### config.mk
export PLATFORM = sky130hd
export DESIGN_NAME = uart_mmio
export DESIGN_NICKNAME = d
export VERILOG_FILES = /design/src/rtl/uart_mmio.sv
export SDC_FILE = /design/constraint.sdc
export NUM_CORES = 1
export LEC_CHECK = 0
export BUFFER_PORTS_ARGS = -buffer_cell sky130_fd_sc_hd__buf_2
export CORE_ASPECT_RATIO = 1.5
export CORE_MARGIN = 8
export CORE_UTILIZATION = 41
export CTS_BUF_LIST = sky130_fd_sc_hd__clkbuf_2 sky130_fd_sc_hd__clkbuf_4 sky130_fd_sc_hd__clkbuf_8
export CTS_CLUSTER_DIAMETER = 40
export DETAILED_ROUTE_END_ITERATION = 12
export PLACE_DENSITY = 0.71
export SETUP_SLACK_MARGIN = 0.3
export SYNTH_ARGS = -nofsm -noshare
export SYNTH_HDL_FRONTEND = slang
export SYNTH_SLANG_ARGS = --single-unit
### constraint.sdc
create_clock -name clk -period 5.1 [get_ports clk]
set_clock_uncertainty 0.2 [all_clocks]
set_input_delay 1.02 -clock clk [delete_from_list [all_inputs] [get_ports clk]]
set_output_delay 1.02 -clock clk [all_outputs]
set_load 0.1 [all_outputs]
### src/rtl/uart_mmio.sv
// uart_mmio: memory-mapped 8N1 UART with TX/RX data registers, a control/status
// register and a level interrupt, on the CPU MEM-stage load/store bus.
module uart_mmio #(
    parameter int unsigned BAUD_DIV = 5208,
    parameter logic [31:0] BASE     = 32'h4000_0018
) (
    input  logic        clk,
    input  logic        reset,
    input  logic        rd,
    input  logic        wr,
    input  logic [31:0] addr,
    input  logic [31:0] wdata,
    output logic [31:0] rdata,
    output logic        irqout,
    input  logic        uart_rxd,
    output logic        uart_txd
);

    localparam int unsigned      CNT_W     = (BAUD_DIV > 1) ? $clog2(BAUD_DIV) : 1;
    localparam logic [CNT_W-1:0] BIT_LAST  = CNT_W'(BAUD_DIV - 1);
    localparam logic [CNT_W-1:0] HALF_LAST = CNT_W'(BAUD_DIV / 2 - 1);
    localparam logic [31:0]      ADDR_TXD  = BASE;
    localparam logic [31:0]      ADDR_RXD  = BASE + 32'd4;
    localparam logic [31:0]      ADDR_CON  = BASE + 32'd8;

    typedef enum logic [1:0] {
        ST_IDLE  = 2'd0,
        ST_START = 2'd1,
        ST_DATA  = 2'd2,
        ST_STOP  = 2'd3
    } uart_state_e;

    logic [7:0]       tx_byte;
    logic [7:0]       rx_data;
    logic [7:0]       rx_shift;
    logic             tx_irq_en;
    logic             rx_irq_en;
    logic             rx_ready;
    logic             tx_done;
    logic             tx_busy;
    logic             overrun;
    logic             frame_err;
    uart_state_e      tx_state;
    uart_state_e      rx_state;
    logic [CNT_W-1:0] tx_cnt;
    logic [CNT_W-1:0] rx_cnt;
    logic [2:0]       tx_bit;
    logic [2:0]       rx_bit;
    logic             tx_last;
    logic             rx_sync1;
    logic             rx_sync2;
    logic             rx_prev;

    logic             tx_start_c;
    logic             rd_rxd_c;
    logic             rd_con_c;
    logic             wr_con_c;
    logic             rx_sample_c;
    logic [6:0]       con_c;
    logic             unused_wdata_c;

    // Bus decode and strobes
    always_comb begin
        tx_start_c     = wr && (addr == ADDR_TXD) && !tx_busy;
        wr_con_c       = wr && (addr == ADDR_CON);
        rd_rxd_c       = rd && (addr == ADDR_RXD);
        rd_con_c       = rd && (addr == ADDR_CON);
        rx_sample_c    = (rx_state == ST_STOP) && (rx_cnt == BIT_LAST);
        con_c          = {frame_err, overrun, tx_busy, tx_done, rx_ready, rx_irq_en, tx_irq_en};
        unused_wdata_c = ^wdata[31:8];
    end

    // Combinational read mux; zero when idle or unmapped
    always_comb begin
        rdata = 32'd0;
        if (rd) begin
            if (addr == ADDR_TXD)      rdata = {24'd0, tx_byte};
            else if (addr == ADDR_RXD) rdata = {24'd0, rx_data};
            else if (addr == ADDR_CON) rdata = {25'd0, con_c};
        end
    end

    // TX FSM; line output lags the state by one edge, as does the end-of-frame pulse
    always_ff @(posedge clk or negedge reset) begin
        if (!reset) begin
            tx_state <= ST_IDLE;
            tx_cnt   <= '0;
            tx_bit   <= 3'd0;
            tx_last  <= 1'b0;
            uart_txd <= 1'b1;
        end else begin
            tx_last <= 1'b0;
            case (tx_state)
                ST_IDLE: begin
                    if (tx_start_c) begin
                        tx_state <= ST_START;
                        tx_cnt   <= '0;
                        tx_bit   <= 3'd0;
                    end
                end
                ST_START: begin
                    if (tx_cnt == BIT_LAST) begin
                        tx_cnt   <= '0;
                        tx_state <= ST_DATA;
                    end else begin
                        tx_cnt <= tx_cnt + CNT_W'(1);
                    end
                end
                ST_DATA: begin
                    if (tx_cnt == BIT_LAST) begin
                        tx_cnt <= '0;
                        tx_bit <= tx_bit + 3'd1;
                        if (tx_bit == 3'd7) tx_state <= ST_STOP;
                    end else begin
                        tx_cnt <= tx_cnt + CNT_W'(1);
                    end
                end
                ST_STOP: begin
                    if (tx_cnt == BIT_LAST) begin
                        tx_cnt   <= '0;
                        tx_state <= ST_IDLE;
                        tx_last  <= 1'b1;
                    end else begin
                        tx_cnt <= tx_cnt + CNT_W'(1);
                    end
                end
                default: tx_state <= ST_IDLE;
            endcase
            case (tx_state)
                ST_START: uart_txd <= 1'b0;
                ST_DATA:  uart_txd <= tx_byte[tx_bit];
                default:  uart_txd <= 1'b1;
            endcase
        end
    end

    // RX synchroniser and FSM: mid-bit sampling from a half-bit start check
    always_ff @(posedge clk or negedge reset) begin
        if (!reset) begin
            rx_sync1 <= 1'b1;
            rx_sync2 <= 1'b1;
            rx_prev  <= 1'b1;
            rx_state <= ST_IDLE;
            rx_cnt   <= '0;
            rx_bit   <= 3'd0;
            rx_shift <= 8'd0;
        end else begin
            rx_sync1 <= uart_rxd;
            rx_sync2 <= rx_sync1;
            rx_prev  <= rx_sync2;
            case (rx_state)
                ST_IDLE: begin
                    if (rx_prev && !rx_sync2) begin
                        rx_state <= ST_START;
                        rx_cnt   <= '0;
                    end
                end
                ST_START: begin
                    if (rx_cnt == HALF_LAST) begin
                        rx_cnt   <= '0;
                        rx_bit   <= 3'd0;
                        rx_state <= rx_sync2 ? ST_IDLE : ST_DATA;
                    end else begin
                        rx_cnt <= rx_cnt + CNT_W'(1);
                    end
                end
                ST_DATA: begin
                    if (rx_cnt == BIT_LAST) begin
                        rx_cnt   <= '0;
                        rx_shift <= {rx_sync2, rx_shift[7:1]};
                        rx_bit   <= rx_bit + 3'd1;
                        if (rx_bit == 3'd7) rx_state <= ST_STOP;
                    end else begin
                        rx_cnt <= rx_cnt + CNT_W'(1);
                    end
                end
                ST_STOP: begin
                    if (rx_cnt == BIT_LAST) begin
                        rx_cnt   <= '0;
                        rx_state <= ST_IDLE;
                    end else begin
                        rx_cnt <= rx_cnt + CNT_W'(1);
                    end
                end
                default: rx_state <= ST_IDLE;
            endcase
        end
    end

    // Software-visible registers, read side effects and interrupt
    always_ff @(posedge clk or negedge reset) begin
        if (!reset) begin
            tx_byte   <= 8'd0;
            rx_data   <= 8'd0;
            tx_irq_en <= 1'b0;
            rx_irq_en <= 1'b0;
            rx_ready  <= 1'b0;
            tx_done   <= 1'b0;
            tx_busy   <= 1'b0;
            overrun   <= 1'b0;
            frame_err <= 1'b0;
            irqout    <= 1'b0;
        end else begin
            if (tx_start_c) begin
                tx_byte <= wdata[7:0];
                tx_busy <= 1'b1;
            end
            if (tx_last) begin
                tx_busy <= 1'b0;
                tx_done <= 1'b1;
            end else if (rd_con_c) begin
                tx_done <= 1'b0;
            end
            if (wr_con_c) begin
                tx_irq_en <= wdata[0];
                rx_irq_en <= wdata[1];
            end
            // A new byte beats a same-edge RXD read; that read consumed the old byte
            if (rx_sample_c) begin
                rx_data   <= rx_shift;
                rx_ready  <= 1'b1;
                frame_err <= !rx_sync2;
                overrun   <= rx_ready && !rd_rxd_c;
            end else if (rd_rxd_c) begin
                rx_ready  <= 1'b0;
                overrun   <= 1'b0;
                frame_err <= 1'b0;
            end
            irqout <= (tx_irq_en && tx_done) || (rx_irq_en && rx_ready);
        end
    end

endmodule

==> impl_results.md <==
- Outcome: finished, final reports clean
- Post-route clock period utilization: 83.24%
- Final setup fails: 0
- RSZ-0062 raised after global routing: false
- Vias: around 3,100
- Crit end category: primary output
- Vias per inst: 5.516
- Post-Syn Instances: 398
- Tot GR Track Use: 13.62%
- Routability cong.: 0.7598
- Critical Path Source Type: input pin
- Cts-stage hold buffer count: 0
- CTS Buf Count: 9
- Worst-path maximum fanout: 9
- Synth warn: 0
- Core area: 9689 µm²
- EDFF count, synth: 0
- Grt ovf: 0
- Starting Density: around 42%
- Post-Syn Area: about 4000 µm²
- Register area share after synthesis: between 40% and 50%
- Width of the die: 97.52 µm
- Ys async rst share: between 90% and 100%
- DRC: 0
- Most common cell in the netlist: dfrtp_1
- #FFs+latches synth: 73
- DIE HEIGHT: around 140 µm
- Relative slew slack: between 30% and 40%
- Iter 0 DRT Violations: ~160
- Crit Path Class: in -> out
- Clk slew on worst S/H paths: 0.08 ns
- Layout area overhead: 12.98%
- Fin crit period: ~4.2 ns
- Layout cell share with drive strength beyond 1: about 29%
- Max Fclk: 235.6 MHz
- Max-slew violation count: 0
- Largest net degree at the start of global routing: 45
- Number of diodes: 0
- Cell taking the most area after synthesis: dfrtp_1
- Vias in the first global route: 3,180
- Leak: ~2.1 nW
- Worst-case vdd ir drop: 180.0 µV
- DP HPWL: 6719 µm
- Filler Cell Count: 904
- Global-route wire length before repair: 15,570 µm
- Clock root buffer master: clkbuf_8
- Synth area leaders: dfrtp_1 (42%), mux2_2 (7.4%), buf_4 (4.4%)
- WP data required: 3.88 ns
- IO Port Bufs: 54
- Synth top area share: 42.25%
- Nets@finish: 526
- H-tree levels: 3
- Clock Tree Buf Depth: 2
- Setup TNS Final: 0 ns
- Initial antenna violation count: 0
- Hold Crit Class: reg -> reg
- Final WL: 8963 µm
- Total Power: roughly 0.0013 W
- Worst-Margin Slew: 1.044 ns
- CTS tree: yes
- Syn avg cell area: 10.27 µm²
- DIE AREA: 13,480 µm²
- Detailed-route wire length per cell: 15.84 µm
- Crit path DAT: slightly above 3 ns
- Clock Sinks: 73
- First-pass iteration count of the detailed router: 5
- Post-CTS setup repair buffer count: 0
- Distinct cell type count after synthesis: between 60 and 70
- Fin util: 47.65%
- Synth top cells by count: dfrtp_1 (69), nand2_1 (31), o21ai_0 (31), mux2_2 (27), buf_4 (24)
- Max-Cap Viols: 0
- Remaining antenna violation count after routing: 0
- Final Hold Viols: 0
- Power per cell area: 276.9 nW/µm²
- IO Pins: 103
- Gates resized, CTS repair: 0
- Rows: 44
- Worst-skew pair later-pin latency: approximately 0.35 ns
- Synth Flop Type: dfrtp_1
-- cell type report --
type | count | area, µm² | share of cell area, %
inverters | 11 | 41.29 | 0.8943
clock inverters | 5 | 32.53 | 0.7046
clock buffers | 11 | 145.1 | 3.144
flip-flops and latches | 73 | 1832 | 39.67
well taps | 115 | 143.9 | 3.117
multi-input cells | 294 | 2054 | 44.50
repair buffers | 57 | 367.9 | 7.967
-- where the power goes --
part | total (W) | switching [W] | internal [W]
Clock | 0.000414 | 0.000221 | 0.000194
Sequential | 0.000661 | 0.0000500 | 0.000611
Combinational | 0.000203 | 0.000142 | 0.0000610
Total | 0.00128 | 0.000412 | 0.000866
-- cell families after synthesis --
logic type,Yosys count,share of synthesized area (%)
adder cells (fa/ha/maj),11,3.368
buffers and inverters,54,7.654
multiplexers,37,10.50
AND/OR/NAND/NOR,122,17.91
AO/OA/AOI/OAI,98,15.22
other,1,0.09177
XOR/XNOR,2,0.4287
flip-flops,73,44.83
-- metal layers --
metal  global-route usage, %  up-vias  wire length [µm]
met5                       0        -                 0
met2                   23.41       55              4749
met1                   16.04     1541              3787
met4                   4.567        0               112
li1                        -     1516                 -
met3                   3.342       10               313
-- flip-flops by register name, summed over array words and instances, names as in the netlist, 2 cells and up, named ones only --
name	count
tx_bit	3
rx_cnt	13
rx_bit	3
tx_cnt	13
rx_data	8
rx_shift	8
tx_state	2
tx_byte	8
-- layout by cell type, fill, tap and decap left out, drive strengths merged, types with 4 or more instances in the layout --
cell type  synthesis  layout
buf               31      57
a41oi              4       4
nand4              6       6
nor4               7       7
a21oi             20      20
and3              10      10
o21ai             32      32
clkbuf            12      11
ha                11      11
o31ai             11      11
nor2              15      15
dfstp              4       4
a31oi             14      14
nand3             18      18
conb               1      24
inv               11      11
nand2             31      31
mux2i              8       8
dfrtp             69      69
nor3               5       5
mux2              27      27
a22o               4       4
nand2b             6       6
-- critical path, stage by stage --
cell and delay [ns]:
buf_2 0.14, or4b_2 0.64, nor3_2 0.45, nand2_1 0.16
a21oi_2 0.15, buf_2 0.44
-- metrics by stage --
| stage | cell area [µm²] | instances | setup slack (ns) | hold WS [ns] |
|---|---|---|---|---|
| after floorplan | 4199 | 421 | 0.5225 | 0.1452 |
| after global placement | 4439 | 550 | 0.8478 | 0.1635 |
| after detailed placement | 4439 | 550 | 0.8457 | 0.1642 |
| after CTS | 4617 | 566 | 0.8485 | 0.1713 |
| after global routing | 4617 | 566 | 0.7703 | 0.1707 |
| final | 4617 | 566 | 0.8546 | 0.1650 |
-- worst paths after layout --
kind / slack [ns] / cells after the start / to / start
worst max-delay path: 0.85 / 6 / rdata[4] / addr[2]
worst min-delay path: 0.16 / 0 / rx_sync2 / rx_sync1
worst max register to register: 2.36 / 5 / rx_data[3] / rx_cnt[0]
worst min register to register: 0.16 / 0 / rx_sync2 / rx_sync1
max in group asynchronous: 3.10 / 2 / uart_txd / reset
min in group asynchronous: 0.61 / 1 / overrun / reset
No activity file was read; power rests on OpenSTA's default activity.
